--- config.mk ---
export PLATFORM = sky130hd
export DESIGN_NAME = pipe_skid_buf_flat
export DESIGN_NICKNAME = d
export VERILOG_FILES = /design/src/rtl/pipe_skid_buf_if.sv /design/src/rtl/pipe_skid_buf.sv /design/src/flat_wrapper.sv
export SDC_FILE = /design/constraint.sdc
export NUM_CORES = 1
export LEC_CHECK = 0
export BUFFER_PORTS_ARGS = -buffer_cell sky130_fd_sc_hd__clkbuf_2
export CAP_MARGIN = 20
export CORE_AREA = 3 3 40 42
export CTS_CLUSTER_DIAMETER = 200
export DETAILED_ROUTE_END_ITERATION = 8
export DIE_AREA = 0 0 43 45
export GPL_ROUTABILITY_DRIVEN = 1
export PLACE_DENSITY_LB_ADDON = 0.25
export SLEW_MARGIN = 15
export SYNTH_ARGS = -nofsm -noshare
export SYNTH_HDL_FRONTEND = slang
export SYNTH_SLANG_ARGS = --single-unit
--- constraint.sdc ---
create_clock -name clk -period 2.99 [get_ports clk]
set_clock_uncertainty 0.2 [all_clocks]
set_input_delay 0.1495 -clock clk [delete_from_list [all_inputs] [get_ports clk]]
set_output_delay 0.1495 -clock clk [all_outputs]
set_load 0.1 [all_outputs]
--- src/rtl/pipe_skid_buf_if.sv ---
// Handshake bundle for pipe_skid_buf: upstream and downstream valid/ready plus occupancy.
// The flush signal exists only when PIPE_SKID_FLUSH_EN is defined.
interface pipe_skid_buf_if #(
    parameter int WIDTH = 2
);
    logic [WIDTH-1:0] in_data;
    logic             in_valid;
    logic             in_ready;
    logic [WIDTH-1:0] out_data;
    logic             out_valid;
    logic             out_ready;
    logic [1:0]       count;
`ifdef PIPE_SKID_FLUSH_EN
    logic             flush;
`endif

    modport master (
        output in_data, in_valid, out_ready,
`ifdef PIPE_SKID_FLUSH_EN
        output flush,
`endif
        input  in_ready, out_data, out_valid, count
    );

    modport slave (
        input  in_data, in_valid, out_ready,
`ifdef PIPE_SKID_FLUSH_EN
        input  flush,
`endif
        output in_ready, out_data, out_valid, count
    );
endinterface

--- src/rtl/pipe_skid_buf.sv ---
// Two-entry valid/ready stage with a skid register; upstream ready depends only on state.
// Optional synchronous flush is enabled with the PIPE_SKID_FLUSH_EN macro.
module pipe_skid_buf #(
    parameter int WIDTH = 2
) (
    input  logic                clk,
    input  logic                reset,
    pipe_skid_buf_if.slave      bus
);
    typedef enum logic [1:0] {
        EMPTY = 2'd0,
        ONE   = 2'd1,
        FULL  = 2'd2
    } state_t;

    state_t           state_q, state_d;
    logic [WIDTH-1:0] main_q, main_d;
    logic [WIDTH-1:0] skid_q, skid_d;
    logic             xfer_in, xfer_out;

    assign bus.out_data  = main_q;
    assign bus.out_valid = (state_q != EMPTY);
    assign bus.in_ready  = reset & (state_q != FULL);
    assign bus.count     = state_q;

    assign xfer_in  = bus.in_valid & bus.in_ready;
    assign xfer_out = bus.out_valid & bus.out_ready;

    always_comb begin
        state_d = state_q;
        main_d  = main_q;
        skid_d  = skid_q;
        unique case (state_q)
            EMPTY: begin
                if (xfer_in) begin
                    main_d  = bus.in_data;
                    state_d = ONE;
                end
            end
            ONE: begin
                if (xfer_in && xfer_out) begin
                    main_d = bus.in_data;
                end else if (xfer_in) begin
                    skid_d  = bus.in_data;
                    state_d = FULL;
                end else if (xfer_out) begin
                    state_d = EMPTY;
                end
            end
            FULL: begin
                if (xfer_out) begin
                    main_d  = skid_q;
                    state_d = ONE;
                end
            end
            default: state_d = EMPTY;
        endcase
`ifdef PIPE_SKID_FLUSH_EN
        // Flush only drops occupancy; stored words stay in place but become invalid.
        if (bus.flush) begin
            state_d = EMPTY;
            main_d  = main_q;
            skid_d  = skid_q;
        end
`endif
    end

    always_ff @(posedge clk) begin
        if (!reset) begin
            state_q <= EMPTY;
            main_q  <= '0;
            skid_q  <= '0;
        end else begin
            state_q <= state_d;
            main_q  <= main_d;
            skid_q  <= skid_d;
        end
    end
endmodule

--- src/flat_wrapper.sv ---
// flat-port wrapper written by rule: the top's interface ports become plain ports
module pipe_skid_buf_flat 
#(
    parameter int WIDTH = 2
)
  (clk, reset, bus_in_data, bus_in_valid, bus_out_ready, bus_in_ready, bus_out_data, bus_out_valid, bus_count);
  pipe_skid_buf_if #(.WIDTH(WIDTH)) bus_i ();
  input  logic clk;
  input  logic reset;
  input wire logic [$bits(bus_i.in_data)-1:0] bus_in_data;
  input wire logic [$bits(bus_i.in_valid)-1:0] bus_in_valid;
  input wire logic [$bits(bus_i.out_ready)-1:0] bus_out_ready;
  output wire logic [$bits(bus_i.in_ready)-1:0] bus_in_ready;
  output wire logic [$bits(bus_i.out_data)-1:0] bus_out_data;
  output wire logic [$bits(bus_i.out_valid)-1:0] bus_out_valid;
  output wire logic [$bits(bus_i.count)-1:0] bus_count;
  assign bus_i.in_data = bus_in_data;
  assign bus_i.in_valid = bus_in_valid;
  assign bus_i.out_ready = bus_out_ready;
  assign bus_in_ready = bus_i.in_ready;
  assign bus_out_data = bus_i.out_data;
  assign bus_out_valid = bus_i.out_valid;
  assign bus_count = bus_i.count;
  pipe_skid_buf #(.WIDTH(WIDTH)) u_core (.clk(clk), .reset(reset), .bus(bus_i));
endmodule
==> results of run 1 <==
through the flow:
step / hold WS [ns] / area [um2] / setup slack (ns) / instances
2_1_floorplan: 0.0670 / 347 / 0.566 / 39
3_3_place_gp: 0.216 / 413 / 1.40 / 64
3_5_place_dp: 0.223 / 413 / 1.36 / 64
4_1_cts: 0.103 / 465 / 1.10 / 70
5_1_grt: 0.156 / 465 / 1.01 / 70
6_report: 0.104 / 465 / 1.12 / 70
cells in the final DEF, fill, tap and decap left out, types with 3 or more instances in the layout:
cell type      instances
clkbuf_2              11
dfxtp_1                6
a21oi_1                3
mux2i_1                3
clkbuf_4               3
dlygate4sd3_1          3
worst min-delay path by stage:
stage,end,slack (ns),depth (start not counted)
2_1_floorplan,u_core.bus.count[0],0.07,1
6_report,u_core.bus.count[1],0.10,3
3_5_place_dp,u_core.skid_q[1],0.22,3
3_3_place_gp,u_core.skid_q[1],0.22,3
4_1_cts,u_core.bus.count[1],0.10,3
5_1_grt,u_core.bus.count[1],0.16,3
layer usage:
metal  global-route usage (%)  vias to the layer above
met5                        0                        -
met4                     5.42                        0
met3                     7.17                        2
met2                     14.7                       11
met1                     12.8                      154
li1                         -                      177
state kept, by name, indices dropped and copies added (netlist names):
| signal | flops |
|---|---|
| u_core.bus.out_data | 2 |
| u_core.bus.count | 2 |
| u_core.skid_q | 2 |
layout make-up:
type	count	share of cell area (%)
Sequential cell	6	25.8
Multi-Input combinational cell	31	46.2
Clock buffer	3	4.84
Inverter	1	0.806
Timing Repair Buffer	14	18.3
Tap cell	15	4.03
where the power goes:
group,total [mW],internal (mW),switching (mW),leakage (nW)
sequential,0.0888,0.0847,0.00410,0.0491
combinational,0.0802,0.0204,0.0598,0.151
clock,0.0751,0.0454,0.0296,0.0138
kinds of logic (layout without fill, tap and decap cells):
| family | count (synthesis) | in the layout | synth area share (%) |
|---|---|---|---|
| buffers and inverters | 2 | 18 | 3.25 |
| muxes | 3 | 3 | 8.66 |
| AOI/OAI and AO/OA | 9 | 9 | 16.2 |
| and+or+nand+nor | 19 | 19 | 37.2 |
| DFF | 6 | 6 | 34.7 |
worst max-delay path, delay by kind of cell (launching register included):
kind | cells | cell delay [ns]
buf+inv | 1 | 0.45
flops | 1 | 0.44
simple gates | 2 | 0.40
==> metrics.yaml, run 1 <==
final_util_pct: 36.2
chipWidth_um: 43
postSynth.topFlopCell: "dfxtp_1"
clock_sink_count: 6
dp_hpwl_um: 589
antenna_violating_nets_post_route: 0
worst-path-max-fanout: 9
clk_pin_slew_worst_setup_hold_paths_ns: 0.05
placeableCoreArea_mm2: 0.00128
wl_met3_um: 59
dr_total_vias: 344
postSynthAreaPerCell_um2: 8.89
design.die.area_mm2: 0.00194
yosysMostFrequentCell: "dfxtp_1"
clock_tree.buffer_depth: 2
grt_antenna_before_repair: 0
timing_worst_setup_path_type: "register to primary output"
h-tree-depth: 1
m1WireLength_um: 382
antennaDiodeCount: 0
area_added_between_synthesis_and_finish_pct: 34.3
routedWlPerCell_um: 11.6
drive_above_1_share_pct: 29.1
floorplan.initialDensity_pct: 27.0
first_pass_grt_wire_length_mm: 1.46
power_density_mw_per_mm2: 524
worstReg2RegStart: "u_core.bus.count[1]"
die_h_um: 45
syn_inst: 39
synth_area_leader_cell: "dfxtp_1"
critical_path.cell_chain: "nand2b_1, and2_1, clkbuf_2"
placement.io_buffers: 11
report.final.setup_viol: 0
route.top_layer_used: "met4"
leakage_nw: 0.213
critical_path_arrival_ns: 1.52
max_slew.worst_pin.slew_ns: 0.541
start_kind: "register"
postCtsHoldBufs: 3
grt_start_max_net_pins: 11
kind_of_end_point_of_the_critical_path: "primary output"
timing.final.crit_share_pct: 62.6
netlist_area_um2: 347
worst_path_max_delay_cell: "clkbuf_2"
drv_slew: 0
power_mw: 0.244
yosys_warnings: 0
timing.reg2reg.worst_path_depth: 3
routabilityCongestion: 0.693
multi_input_comb_area_um2: 215
min-delay-start: "bus_out_ready"
routed_wl_um: 812
reg2reg_slack_ns: 1.37
critPathRequiredTime_ns: 2.64
finalNetCount: 63
postCtsResizedCells: 0
final-hold-violation-count: 0
power.ir.vdd_worst_v: 0.000178
headroom_to_the_max_slew_limit_pct: 64.1
setup.worst_path.start: "u_core.bus.count[0]"
synth_largest_type_area_fraction_pct: 34.7
finalSetupTns_ns: 0
drt_drc_violations_left: 0
min-delay-path-class: "input pin to register"
root_buffer: "clkbuf_4"
rsz0062_at_grt: "false"
achievable-frequency_mhz: 534
ys_seq_area_share_pct: 34.7
drt_pre_antenna_iters: 4
tritoncts_buffer_count: 3
cts_setup_buffers: 0
synth.ff_latch_count: 6
number_of_vias_per_cell_after_detailed_routing: 4.91
wl_met2_um: 361
first_global_vias: 326
fillers: 134
layout.area.seq_um2: 120
destination_of_the_worst_register_to_register_timing_path: "u_core.bus.out_data[0]"
cts_tree: "built"
synth.distinct_cells: 23
max-cap-violations: 0
final_period_demand_of_the_worst_path_ns: 1.87
yosys-top-cells-area: "dfxtp_1 35%, mux2i_1 8.7%, and3b_1 5.1%"
cp-endpoint: "bus_in_ready"
top_level_port_count: 12
critPathMaxStageDelay_ns: 0.45
async_reset_ff_share_pct: 0
netlist_top_cells_count: "6 x dfxtp_1, 3 x a21oi_1, 3 x mux2i_1"
grt.overflow.total: 0
synth_edf_count: 0
syn-num-nets: 45
insertion_delay_ns: 0.25
grt.total_usage_pct: 10.8
placement_rows: 13
outcome: "finished clean"
detail_route.iter0.violations: 7
Power figures use the tool's default switching activity.
==> run 2: changes to the inputs <==
--- a/config.mk
+++ b/config.mk
@@ -5,6 +5,7 @@
 export SDC_FILE = /design/constraint.sdc
 export NUM_CORES = 1
 export LEC_CHECK = 0
+export ABC_AREA = 1
 export BUFFER_PORTS_ARGS = -buffer_cell sky130_fd_sc_hd__clkbuf_2
 export CAP_MARGIN = 20
 export CORE_AREA = 3 3 40 42
==> constraint.sdc (replaced) <==
create_clock -name clk -period 1.76 [get_ports clk]
set_clock_uncertainty 0.2 [all_clocks]
set_input_delay 0.088 -clock clk [delete_from_list [all_inputs] [get_ports clk]]
set_output_delay 0.088 -clock clk [all_outputs]
set_load 0.1 [all_outputs]
==> metrics.yaml, run 2 <==
routedWlPerCell_um: 9.75  # was 11.6 um
postCtsResizedCells: 0  # unchanged
first_pass_grt_wire_length_mm: 1.34  # was 1.46 mm
commonest_non_fill_non_tap_cells_in_the_layout: "11 x clkbuf_2, 8 x inv_1, 6 x nand2_1, 6 x dlygate4sd3_1, 5 x a21oi_1"  # was 11 x clkbuf_2, 6 x dfxtp_1
min-delay-path-class: "input pin to register"  # unchanged
start_kind: "input pin"  # was register
power_density_mw_per_mm2: 983  # was 524 mW/mm2
final_period_demand_of_the_worst_path_ns: 1.71
async_reset_ff_share_pct: 0  # unchanged
grt.total_usage_pct: 9.67  # was 10.8%
placement.io_buffers: 11  # unchanged
max-cap-violations: 0  # unchanged
critPathMaxStageDelay_ns: 0.52  # was 0.45 ns
grt.overflow.total: 0  # unchanged
ys_seq_area_share_pct: 37.9  # was 34.7%
synth.distinct_cells: 14  # was 23
kind_of_end_point_of_the_critical_path: "primary output"  # unchanged
finalNetCount: 74  # was 63
placeableCoreArea_mm2: 0.00128  # unchanged
dr_total_vias: 353  # was 344
max_slew.worst_pin.slew_ns: 0.542  # was 0.541 ns
timing_worst_setup_path_type: "input pin to primary output"  # was register to primary output
outcome: "finished clean"  # unchanged
routabilityCongestion: 0.806  # was 0.693
detail_route.iter0.violations: 1  # was 7
synth.ff_latch_count: 6  # unchanged
worst_path_max_delay_cell: "dlygate4sd3_1"  # was clkbuf_2
numPlacedInstances: 72  # was 64
drt_pre_antenna_iters: 2  # was 4
rsz0062_at_grt: "true"  # was false
chipWidth_um: 43  # unchanged
area_added_between_synthesis_and_finish_pct: 53.8  # was 34.3%
synth_largest_type_area_fraction_pct: 37.9  # was 34.7%
top_level_port_count: 12  # unchanged
headroom_to_the_max_slew_limit_pct: 64.0  # was 64.1%
floorplan.initialDensity_pct: 24.6  # was 27.0%
die_h_um: 45  # unchanged
critical_path_arrival_ns: 1.42  # was 1.52 ns
cts_setup_buffers: 0  # unchanged
design.die.area_mm2: 0.00194  # unchanged
achievable-frequency_mhz: 585
critical_path.cell_chain: "dlygate4sd3_1, clkbuf_2, inv_1, a21oi_4, clkbuf_2"  # was nand2b_1, and2_1, clkbuf_2
first_global_vias: 328  # was 326
postSynth.topFlopCell: "dfxtp_1"  # unchanged
report.final.setup_viol: 0  # unchanged
dpl_worst_slack_ns: 0.474  # was 1.36 ns
worst-path-max-fanout: 4  # was 9
clock_sink_count: 6  # unchanged
finalSetupTns_ns: 0  # unchanged
drv_slew: 0  # unchanged
h-tree-depth: 1  # unchanged
root_buffer: "clkbuf_4"  # unchanged
grt_start_max_net_pins: 8  # was 11
synth_area_leader_cell: "dfxtp_1"  # unchanged
critPathRequiredTime_ns: 1.47  # was 2.64 ns
drt_drc_violations_left: 0  # unchanged
power_mw: 0.478  # was 0.244 mW
yosys-top-cells-area: "dfxtp_1 38%, a21oi_1 9.5%, inv_1 9.5%"  # was dfxtp_1 35%, mux2i_1 8.7%, and3b_1 5.1%
number_of_vias_per_cell_after_detailed_routing: 4.36  # was 4.91
yosys_warnings: 0  # unchanged
dp_hpwl_um: 549  # was 589 um
tritoncts_buffer_count: 3  # unchanged
syn-num-nets: 52  # was 45
netlist_top_cells_count: "8 x inv_1, 6 x a21oi_1, 6 x dfxtp_1, 6 x nand2_1, 4 x o21ai_0"  # was 6 x dfxtp_1, 3 x a21oi_1, 3 x mux2i_1
final_util_pct: 37.9  # was 36.2%
yosysMostFrequentCell: "inv_1"  # was dfxtp_1
antennaDiodeCount: 0  # unchanged
most_common_cell_after_layout_fill_and_taps_aside: "clkbuf_2"  # unchanged
finish.instance_area_um2: 487  # was 465 um2
routed_wl_um: 790  # was 812 um
netlist_area_um2: 317  # was 347 um2
antenna_violating_nets_post_route: 0  # unchanged
holdWs_ns: 0.0298  # was 0.104 ns
drive_above_1_share_pct: 34.8  # was 29.1%
placement_rows: 13  # unchanged
placed_inst_area_um2: 404  # was 413 um2
timing.final.crit_share_pct: 97.1
crit_path_setup_slack_layout_ns: 0.0503  # was 1.12 ns
insertion_delay_ns: 0.25  # about the same
power.ir.vdd_worst_v: 0.000338  # was 0.000178 V
critical_path.most_common_cell: "clkbuf_2"
clock_tree.buffer_depth: 2  # unchanged
final-hold-violation-count: 0  # unchanged
synth_edf_count: 0  # unchanged
cts_tree: "built"  # unchanged
postSynthAreaPerCell_um2: 6.88  # was 8.89 um2
syn_inst: 46  # was 39
clk_pin_slew_worst_setup_hold_paths_ns: 0.05  # about the same
leakage_nw: 0.244  # was 0.213 nW
layoutNonFillerInstCount: 81  # was 70
grt_antenna_before_repair: 0  # unchanged
-- run 2: changes by cell type after synthesis, sizes merged, moves of 2 or more --
| cell | before | now |
|---|---|---|
| o21ai | 2 | 4 |
| a21oi | 3 | 6 |
| nand2 | 1 | 10 |
| inv | 1 | 10 |
| mux2i | 3 | 0 |
| and3b | 2 | 0 |
| nor4 | 2 | 0 |
| nand2b | 2 | 0 |
-- run 2: repair_timing --
| action | CTS | global route |
|---|---|---|
| endpoints found under the setup margin | 0 | 1 |
| hold endpoints to repair | 6 | 0 |
| hold buffers | 6 | 0 |
-- run 2: cell type report --
type / instances / area (um2)
fillers: 140 / 798
clock buffers: 3 / 22.5
inverters: 10 / 37.5
repair buffers: 17 / 115
flip-flops and latches: 6 / 123
well taps: 15 / 18.8
multi-input cells: 30 / 170
-- run 2: final timing paths --
kind | start | endpoint | slack (ns) | cells past startpoint
worst min register to register | u_core.skid_q[0] | u_core.skid_q[0] | 0.25 | 2
worst min-delay path | bus_in_valid | u_core.bus.count[0] | 0.03 | 4
worst max register to register | u_core.bus.count[1] | u_core.bus.count[1] | 0.17 | 4
worst max-delay path | reset | bus_in_ready | 0.05 | 5
-- run 2: power breakdown --
part | internal, mW | leakage (nW) | switching (mW) | total [mW]
Sequential | 0.148 | 0.0499 | 0.00820 | 0.157
Clock | 0.0774 | 0.0138 | 0.0540 | 0.131
Combinational | 0.0402 | 0.181 | 0.150 | 0.190
Total | 0.266 | 0.244 | 0.212 | 0.478
-- run 2: logic make-up after synthesis --
family          count (synthesis)  synth area share, %
compound gates                 12                 20.2
buf+inv                        10                 11.9
flops                           6                 37.9
simple gates                   18                 30.0
-- run 2: metal layers --
metal / up-vias / wire (um) / track usage (%)
met5: - / 0 / 0
met4: 0 / 6 / 7.23
met3: 2 / 65 / 3.59
met2: 13 / 336 / 13.5
met1: 148 / 381 / 12.1
li1: 190 / - / -
-- run 2: critical path: cells and delay by family --
| family | cells | cell delay, ns |
|---|---|---|
| AOI/OAI and AO/OA | 1 | 0.11 |
| buffers and inverters | 4 | 1.22 |
